`config.mk`:
```
export PLATFORM = sky130hd
export DESIGN_NAME = shift_exu
export DESIGN_NICKNAME = d
export VERILOG_FILES = /design/src/rtl/shift_exu_pkg.sv /design/src/rtl/shift_exu_barrel.sv /design/src/rtl/shift_exu.sv
export SDC_FILE = /design/constraint.sdc
export NUM_CORES = 1
export LEC_CHECK = 0
export CAP_MARGIN = 40
export CORE_ASPECT_RATIO = 0.6
export CORE_MARGIN = 4
export CORE_UTILIZATION = 30
export DETAILED_ROUTE_END_ITERATION = 7
export PLACE_DENSITY = 0.61
export SLEW_MARGIN = 10
export SYNTH_ARGS = -nofsm -noshare
export SYNTH_HDL_FRONTEND = slang
export SYNTH_SLANG_ARGS = --single-unit
```
`constraint.sdc`:
```
create_clock -name clk -period 6.05 [get_ports clk]
set_input_delay 0.9075 -clock clk [delete_from_list [all_inputs] [get_ports clk]]
set_output_delay 0.9075 -clock clk [all_outputs]
set_load 0.03 [all_outputs]
```
`src/rtl/shift_exu_pkg.sv`:
```
// -----------------------------------------------------------------------------
// shift_exu_pkg
//   Shared definitions for the RV64 shift execution unit:
//     - default datapath and tag widths
//     - shift micro-op encodings as issued by the decoder
//     - the S1 (decode register) payload struct
//     - a decode helper that turns an issued op into the S1 payload
// -----------------------------------------------------------------------------
package shift_exu_pkg;

  localparam int SHIFT_XLEN  = 64;
  localparam int SHIFT_TAG_W = 5;
  localparam int SHAMT_W     = 6;

  // Encoding as it arrives on in_op. Bit 2 marks the 32-bit (W) variants;
  // low bits 2'b11 are reserved in both halves.
  typedef enum logic [2:0] {
    SHIFT_SLL  = 3'd0,
    SHIFT_SRL  = 3'd1,
    SHIFT_SRA  = 3'd2,
    SHIFT_SLLW = 3'd4,
    SHIFT_SRLW = 3'd5,
    SHIFT_SRAW = 3'd6
  } shift_op_e;

  // Everything the barrel shifter and the result stage need, latched in S1.
  typedef struct packed {
    logic [SHIFT_XLEN-1:0]  data;   // operand already prepared for the shifter
    logic [SHAMT_W-1:0]     shamt;  // 6-bit amount, bit 5 forced low for W ops
    logic                   lorr;   // 1 = shift left
    logic                   aorl;   // 1 = arithmetic right shift
    logic                   is_w;   // sign-extend result bits [31:0]
    logic                   rsvd;   // reserved encoding, result forced to zero
    logic [SHIFT_TAG_W-1:0] tag;    // destination tag
  } s1_payload_t;

  // Sign-extend the low word of a 64-bit value.
  function automatic logic [SHIFT_XLEN-1:0] sext32(input logic [SHIFT_XLEN-1:0] v);
    return {{32{v[31]}}, v[31:0]};
  endfunction

  // Build the S1 payload from an issued op. Only src2[5:0] (64-bit ops) or
  // src2[4:0] (W ops) contribute to the shift amount.
  function automatic s1_payload_t decode_op(
    input logic [2:0]             op,
    input logic [SHIFT_XLEN-1:0]  src1,
    input logic [SHIFT_XLEN-1:0]  src2,
    input logic [SHIFT_TAG_W-1:0] tag
  );
    s1_payload_t p;
    p       = '0;
    p.tag   = tag;
    p.is_w  = op[2];
    case (op)
      SHIFT_SLL: begin
        p.data  = src1;
        p.shamt = src2[5:0];
        p.lorr  = 1'b1;
      end
      SHIFT_SRL: begin
        p.data  = src1;
        p.shamt = src2[5:0];
      end
      SHIFT_SRA: begin
        p.data  = src1;
        p.shamt = src2[5:0];
        p.aorl  = 1'b1;
      end
      SHIFT_SLLW: begin
        p.data  = {32'b0, src1[31:0]};
        p.shamt = {1'b0, src2[4:0]};
        p.lorr  = 1'b1;
      end
      // Zero-extending the word keeps bits shifted down from [63:32] zero.
      SHIFT_SRLW: begin
        p.data  = {32'b0, src1[31:0]};
        p.shamt = {1'b0, src2[4:0]};
      end
      // Sign-extending the word makes a 64-bit arithmetic shift give the
      // correct 32-bit arithmetic result in bits [31:0].
      SHIFT_SRAW: begin
        p.data  = sext32(src1);
        p.shamt = {1'b0, src2[4:0]};
        p.aorl  = 1'b1;
      end
      default: begin
        p.rsvd  = 1'b1;
      end
    endcase
    return p;
  endfunction

endpackage

```
`src/rtl/shift_exu_barrel.sv`:
```
// -----------------------------------------------------------------------------
// shift_exu_barrel
//   Existing 64-bit logarithmic barrel shifter, purely combinational.
//   Six layers, layer k shifts by 2**k when i_shamt[k] is set. Left shifts
//   are performed by bit-reversing the operand, shifting right with zero
//   fill and reversing back, so a single right-shift network serves both
//   directions.
//
// Ports
//   i_data    [63:0]  operand
//   i_shamt   [5:0]   shift amount
//   i_lorr            1 = left, 0 = right
//   i_aorl            1 = arithmetic (sign fill) for right shifts
//   o_result  [63:0]  shifted value
// -----------------------------------------------------------------------------
module shift_exu_barrel
  import shift_exu_pkg::*;
(
  input  logic [SHIFT_XLEN-1:0] i_data,
  input  logic [SHAMT_W-1:0]    i_shamt,
  input  logic                  i_lorr,
  input  logic                  i_aorl,
  output logic [SHIFT_XLEN-1:0] o_result
);

  function automatic logic [SHIFT_XLEN-1:0] bit_reverse(input logic [SHIFT_XLEN-1:0] v);
    logic [SHIFT_XLEN-1:0] r;
    for (int i = 0; i < SHIFT_XLEN; i++) begin
      r[i] = v[SHIFT_XLEN-1-i];
    end
    return r;
  endfunction

  logic                  w_fill;
  logic [SHIFT_XLEN-1:0] w_stage;

  always_comb begin
    // NOTE: every variable written here gets a value before any conditional
    // update; leaving one unassigned on some path would infer a latch.
    w_fill  = i_aorl & ~i_lorr & i_data[SHIFT_XLEN-1];
    w_stage = i_lorr ? bit_reverse(i_data) : i_data;
    for (int k = 0; k < SHAMT_W; k++) begin
      if (i_shamt[k]) begin
        // One extra fill bit on top; arithmetic shift replicates it in.
        w_stage = SHIFT_XLEN'($signed({w_fill, w_stage}) >>> (1 << k));
      end
    end
    o_result = i_lorr ? bit_reverse(w_stage) : w_stage;
  end

endmodule

```
`src/rtl/shift_exu.sv`:
```
// -----------------------------------------------------------------------------
// shift_exu
//   Pipelined RV64 shift execution unit (EX stage).
//     S1: decode register - prepared operand, shift amount, controls, tag.
//     S2: result register - barrel-shifter output, W results sign-extended,
//         reserved ops forced to zero.
//   Valid/ready on both sides, one op per cycle, 2-cycle latency when not
//   stalled. flush kills both stages at the next clock edge.
//
// Ports
//   clk, rst         clock; asynchronous active-high reset
//   flush            synchronous kill of all in-flight ops
//   in_valid/ready   issue handshake
//   in_op            micro-op (see shift_op_e), 3 and 7 reserved
//   in_src1/src2     operand / shift-amount source
//   in_tag           destination tag
//   out_valid/ready  writeback handshake
//   out_result/tag   result and its tag, held stable while stalled
// -----------------------------------------------------------------------------
module shift_exu
  import shift_exu_pkg::*;
#(
  // Only the default widths are supported; the S1 payload is sized from the package.
  parameter int XLEN  = SHIFT_XLEN,
  parameter int TAG_W = SHIFT_TAG_W
) (
  input  logic             clk,
  input  logic             rst,
  input  logic             flush,
  input  logic             in_valid,
  output logic             in_ready,
  input  logic [2:0]       in_op,
  input  logic [XLEN-1:0]  in_src1,
  input  logic [XLEN-1:0]  in_src2,
  input  logic [TAG_W-1:0] in_tag,
  output logic             out_valid,
  input  logic             out_ready,
  output logic [XLEN-1:0]  out_result,
  output logic [TAG_W-1:0] out_tag
);

  logic             r_s1_valid;
  s1_payload_t      r_s1;
  logic             r_s2_valid;
  logic [XLEN-1:0]  r_s2_result;
  logic [TAG_W-1:0] r_s2_tag;

  logic             w_s2_adv;
  logic             w_s1_adv;
  logic             w_in_fire;
  logic [XLEN-1:0]  w_shift_out;
  logic [XLEN-1:0]  w_s2_result_d;

  // S2 can take a new op when empty or when its current op leaves this
  // cycle; S1 moves only into a free S2. in_ready therefore depends
  // combinationally on out_ready.
  assign w_s2_adv  = !r_s2_valid || out_ready;
  assign w_s1_adv  = r_s1_valid && w_s2_adv;
  assign in_ready  = (!r_s1_valid || w_s2_adv) && !flush;
  assign w_in_fire = in_valid && in_ready;

  shift_exu_barrel u_barrel (
    .i_data   (r_s1.data),
    .i_shamt  (r_s1.shamt),
    .i_lorr   (r_s1.lorr),
    .i_aorl   (r_s1.aorl),
    .o_result (w_shift_out)
  );

  assign w_s2_result_d = r_s1.rsvd ? '0 :
                         r_s1.is_w ? sext32(w_shift_out) :
                                     w_shift_out;

  always_ff @(posedge clk or posedge rst) begin
    if (rst) begin
      // NOTE: the data/tag registers are reset along with the valids so the
      // outputs read as zero during reset, not just invalid.
      r_s1_valid  <= 1'b0;
      r_s1        <= '0;
      r_s2_valid  <= 1'b0;
      r_s2_result <= '0;
      r_s2_tag    <= '0;
    end else begin
      // NOTE: non-blocking assignments so every register samples pre-edge
      // values; S2 must see the S1 contents from before this edge.
      if (flush) begin
        r_s1_valid <= 1'b0;
        r_s2_valid <= 1'b0;
      end else begin
        if (w_in_fire) begin
          r_s1_valid <= 1'b1;
        end else if (w_s1_adv) begin
          r_s1_valid <= 1'b0;
        end
        if (w_s1_adv) begin
          r_s2_valid <= 1'b1;
        end else if (out_ready) begin
          r_s2_valid <= 1'b0;
        end
      end

      // Data moves with its valid; during a flush it may go stale, which is
      // harmless because the valids are cleared.
      if (w_in_fire) begin
        r_s1 <= decode_op(in_op, in_src1, in_src2, in_tag);
      end
      if (w_s1_adv) begin
        r_s2_result <= w_s2_result_d;
        r_s2_tag    <= r_s1.tag;
      end
    end
  end

  assign out_valid  = r_s2_valid;
  assign out_result = r_s2_result;
  assign out_tag    = r_s2_tag;

endmodule

```
-- Word level (Yosys, flattened, before mapping)
Index checks and enable logic that the tools add are counted.
- flip-flop bits (word level): 150
- latch bits: 0
- memory bits (writable): 0
- ROM bits: 0
- output and inout port bits: 71
- logic and storage cells: 55
- memories: 0
- add/subtract/negate cells: 0
- multiply operators: 0
- divide/modulo/power cells: 0
- magnitude comparators: 0
- equal/unequal tests: 5
- shift operators: 0
- mux-type cells: 20
- bitwise logic cells: 3
- reductions and logical operators: 16
- operators by type and width (kind ; count):
    64-bit two-way mux ; 10
    70-bit one-hot mux with 3 select lines ; 1
    3-bit == test (second input constant) ; 3
    1-bit two-way mux ; 9
    3-bit nonzero test ; 2
    2-bit OR reduction ; 3
    6-bit OR reduction ; 1
    3-bit by 1-bit == test with 1-bit output (second input constant) ; 1
    3-bit by 2-bit == test with 1-bit output (second input constant) ; 1
    1-bit logical AND ; 3
    1-bit zero test ; 3
    3-bit zero test ; 1
    3-bit OR reduction ; 1
    1-bit AND ; 2
    1-bit logical OR ; 2
    1-bit inverter ; 1

-- Logic depth before layout (Yosys ltp)
- depth in word-level cells: 12
- gate-level depth with buffers: 15
- mapped depth without buffers: 8

-- Hierarchy
Synthesis repeated with hierarchy kept, for this count alone.
- cell total of the unflattened synthesis: 1371
- area total of the unflattened synthesis: 13381.6 um^2
- by module, submodules not included (module ; times used ; cells an instance ; area an instance (um^2)):
    shift_exu ; 1 ; 592 ; 6693.9
    shift_exu_barrel ; 1 ; 779 ; 6687.7

-- Worst setup path after synthesis
Ideal clock, no wire load.
- path type: register to register
- start: register r_s1[8] in the netlist's numbering
- end: register r_s2_result[53], in the netlist out_result[53]
- setup time: 0.118 ns
- arrival: 2.778 ns
- data required time: 5.932 ns
- setup slack: 3.154 ns
- stages on the path, launching flop included: 14
- period minus slack after synthesis: 2.896 ns
- cell sequence: dfrtp_1 -> buf_6 -> buf_6 -> buf_6 -> buf_6 -> buf_2 -> mux4_2 -> mux4_2 -> a221oi_2 -> nand2_1 -> o21ai_2 -> o2111ai_1 -> a21oi_1 -> o21ai_2
- word-level cells in the longest chain between the ends: 12
- elaborated cells on any way between the ends: 13
- classes of those cells: mux: 10; bitwise: 3
- RTL lines (what ; RTL line ; RTL):
    from (decl) ; shift_exu.sv:43 ; s1_payload_t r_s1;
    from (signal assigned) ; shift_exu.sv:105 ; r_s1 <= decode_op(in_op, in_src1, in_src2, in_tag);
    1-bit inverter ; shift_exu_barrel.sv:40 ; w_fill = i_aorl & ~i_lorr & i_data[SHIFT_XLEN-1];
    1-bit AND (2 in a row) ; shift_exu_barrel.sv:40 ;
    64-bit two-way mux (6 in a row) ; shift_exu_barrel.sv:43 ; if (i_shamt[k]) begin
    64-bit two-way mux (*) ; shift_exu_barrel.sv:48 ; o_result = i_lorr ? bit_reverse(w_stage) : w_stage;
    64-bit two-way mux (*) ; shift_exu.sv:71 ; r_s1.is_w ? sext32(w_shift_out) :
    64-bit two-way mux (*) ; shift_exu.sv:70 ; assign w_s2_result_d = r_s1.rsvd ? '0 :
    to (signal assigned) ; shift_exu.sv:108 ; r_s2_result <= w_s2_result_d;
    to (decl) ; shift_exu.sv:45 ; logic [XLEN-1:0] r_s2_result;
Every way passes the cells marked *; elsewhere a longest branch is shown, timed or not.
A chain may end at the register's enable or synchronous reset.

-- Worst setup path after layout
- start: register r_s1[11] in the netlist's numbering
- end: register r_s2_result[63], in the netlist out_result[63]
- word-level cells in the longest chain between the ends: 7
- RTL lines (what ; RTL line):
    64-bit two-way mux (4 in a row) ; shift_exu_barrel.sv:43
    64-bit two-way mux ; shift_exu_barrel.sv:48
    64-bit two-way mux ; shift_exu.sv:71
    64-bit two-way mux ; shift_exu.sv:70
No other way between the ends.

==> impl_results.md <==
* Cell area after layout at 15000 um^2
* Die area at 45100 um^2
* Worst Setup Slack, final at 1900 ps
* CP Class: reg2reg
* PwrDens at 338 nW/um^2
* Post-CTS Resized at 0
* GPL Wtd Cong at 1.02
* Gr usage total at 0.233
* Clock Pin Slew Worst Setup and Hold Paths at 70 ps
* Fmax at 0.241 GHz
* WP data required at 6370 ps
* Fin Setup TNS at 0 ps
* Chip width at 272 um
* DP HPWL at 41100 um
* Routed wire length at 53600 um
* H-Tree Level Count at 4
* Initial Util at 0.307
* Setup bufs post-CTS at 0
* Synth top area cells: dfrtp_1 30%, mux4_2 14%, mux2_2 5.7%
* Area of the mapped netlist at 12500 um^2
* Iteration-0 DRC Markers at 1554
* DRC at 0
* First-pass GRT wire length at 79800 um
* Worst Hold Class: reg2reg
* Period utilisation layout at 0.686
* Post-Syn Instances at 1308
* Wire per inst at 27.2 um
* TritonCTS Sinks at 150
* Final clock skew at 10.4 ps
* Rows at 57
* Post-synth top area share at 0.300
* Via/cell ratio at 6.11
* Top FF cell, synth: dfrtp_1
* Port bufs at 153
* Ratio of cells with drive above 1 in the final layout at 0.201
* Worst setup EP type: flip-flop
* Die Ht at 166 um
* CTS tree: built
* Pre-CTS WS at 1920 ps
* Ys async rst share at 1.00
* Post-CTS Hold Buffers at 0
* Fin. Hold Viols at 0
* Status: finished, final reports clean
* Cell Count, Final, Fillers Out at 1967
* Inst Count DP at 1934
* Least-Margin Pin Slew at 1000 ps
* Antenna diodes at 0
* FF+latch count, synth at 150
* Synth Net Count at 1449
* Total power draw at 5.09 mW
* Number of CTS-inserted buffers at 17
* Area grow syn2layout at 20.3%
* Synthesis Warnings at 0
* Avg Cell Area, Syn at 9.56 um^2
* DP Area at 14400 um^2
* RSZ-0062 raised after global routing: false
* Longest Clk Path Bufs at 2
* Crit Path Max Fanout at 31
* Critical Path Start Type: flip-flop
* Worst vdd ir at 0.176 mV
* Grt total ovfl at 0
* Count of final setup violators at 0
* Final net count at 1535
* Max_slew headroom at 0.330
* First-pass DRT Iterations at 7
* Post-synthesis sequential area ratio at 0.300
* Vias at 12014
* Slew Limit Fails at 0
* Final ANT Viol Nets at 0
* Number of antenna violations at the first check in global routing at 0
* Core area at 40800 um^2
* Distinct cells, synth at 80
* CP arrival at 4470 ps
* Crit path time final at 4150 ps
* Pin count of the biggest net entering global routing at 88
* Synth top cells by count: 183 x nand2_1, 150 x dfrtp_1, 94 x nor2_1
* Yosys top cell by area: dfrtp_1
* CTS root buf: clkbuf_16
* Num ports at 212
* Max cap viols at 0
* Post-synth EDFFs at 0
* Vias in the first global route at 11575
* Count leader, synth: nand2_1
* Leakage at 5.94 nW
* Worst-skew pair later-pin latency at 450 ps
cells in the final DEF (no fill, tap or decap), types with 31 or more instances in the layout:
cell / n
buf_4: 42
o21ai_0: 89
a21oi_1: 78
a22o_1: 62
nand2_1: 182
mux4_2: 80
mux2i_1: 60
clkdlybuf4s50_1: 153
dfrtp_1: 145
o21ai_2: 31
nor2_1: 92
mux2_2: 63
flip-flops by register name, summed over array words and instances, names as in the netlist:
register,cells
out_result,64
out_tag,5
out_valid,1
r_s1,79
r_s1_valid,1
worst max-delay path, stage by stage, from the launching register on:
cell      delay, ps
dfrtp_2         750
buf_4           410
mux4_1          740
mux2_2          340
mux2i_1         300
nor3_1           80
a211o_1         300
a22o_4          290
o211ai_4        170
buf_4           480
o21ai_1         140
power breakdown:
| group | total, mW | leakage [nW] | internal [mW] | switching, mW |
|---|---|---|---|---|
| clock network | 1.07 | 0.275 | 0.598 | 0.468 |
| logic | 2.61 | 3.72 | 1.01 | 1.60 |
| registers | 1.41 | 1.95 | 1.18 | 0.231 |
| total | 5.09 | 5.94 | 2.79 | 2.30 |
kinds of logic (layout without fill, tap and decap cells):
family,Yosys count,after routing,synth area share
compound gates,443,443,0.252
simple gates,359,359,0.122
mux,212,212,0.266
flops,150,150,0.300
buf+inv,143,242,0.0591
xor+xnor,1,1,0.000701
worst paths after layout:
kind                                      startpoint                          to  depth (start not counted)  slack, ps
setup / recovery                r_s1[11]$_DFFE_PP0P_  out_result[63]$_DFFE_PP0P_                         10       1900
setup reg to reg                r_s1[11]$_DFFE_PP0P_  out_result[63]$_DFFE_PP0P_                         10       1900
max in group asynchronous                        rst         r_s1[8]$_DFFE_PP0P_                          3       4180
hold / removal             out_result[4]$_DFFE_PP0P_   out_result[4]$_DFFE_PP0P_                          2        470
min in group asynchronous                        rst  out_result[11]$_DFFE_PP0P_                          2        900
hold reg to reg            out_result[4]$_DFFE_PP0P_   out_result[4]$_DFFE_PP0P_                          2        470
cell type report:
type / count / area, um^2
clock buffer: 21 / 470
sequential: 150 / 3760
clock inverter: 11 / 98.8
timing repair buffer: 198 / 1910
tap: 560 / 701
multi-input combinational: 1015 / 8040
inverter: 12 / 50.0
fill: 4106 / 25800
per-stage QoR:
stage | util | hold WS [ps]
detailed placement | 0.354 | 461
global placement | 0.354 | 460
global route | 0.369 | 508
finish | 0.369 | 470
CTS | 0.368 | 475
floorplan | - | 475
layer usage:
layer  share of wire  vias to the layer above  wire (um)  GRT usage
met5          0.0016                        -         86     0.0137
met4           0.016                        2        871     0.0456
met1            0.46                     6023      24800      0.357
met3            0.12                       56       6680     0.0859
met2            0.40                      721      21200      0.309
li1                -                     5212          -          -
Note: power is estimated with default switching activity, not from simulation.
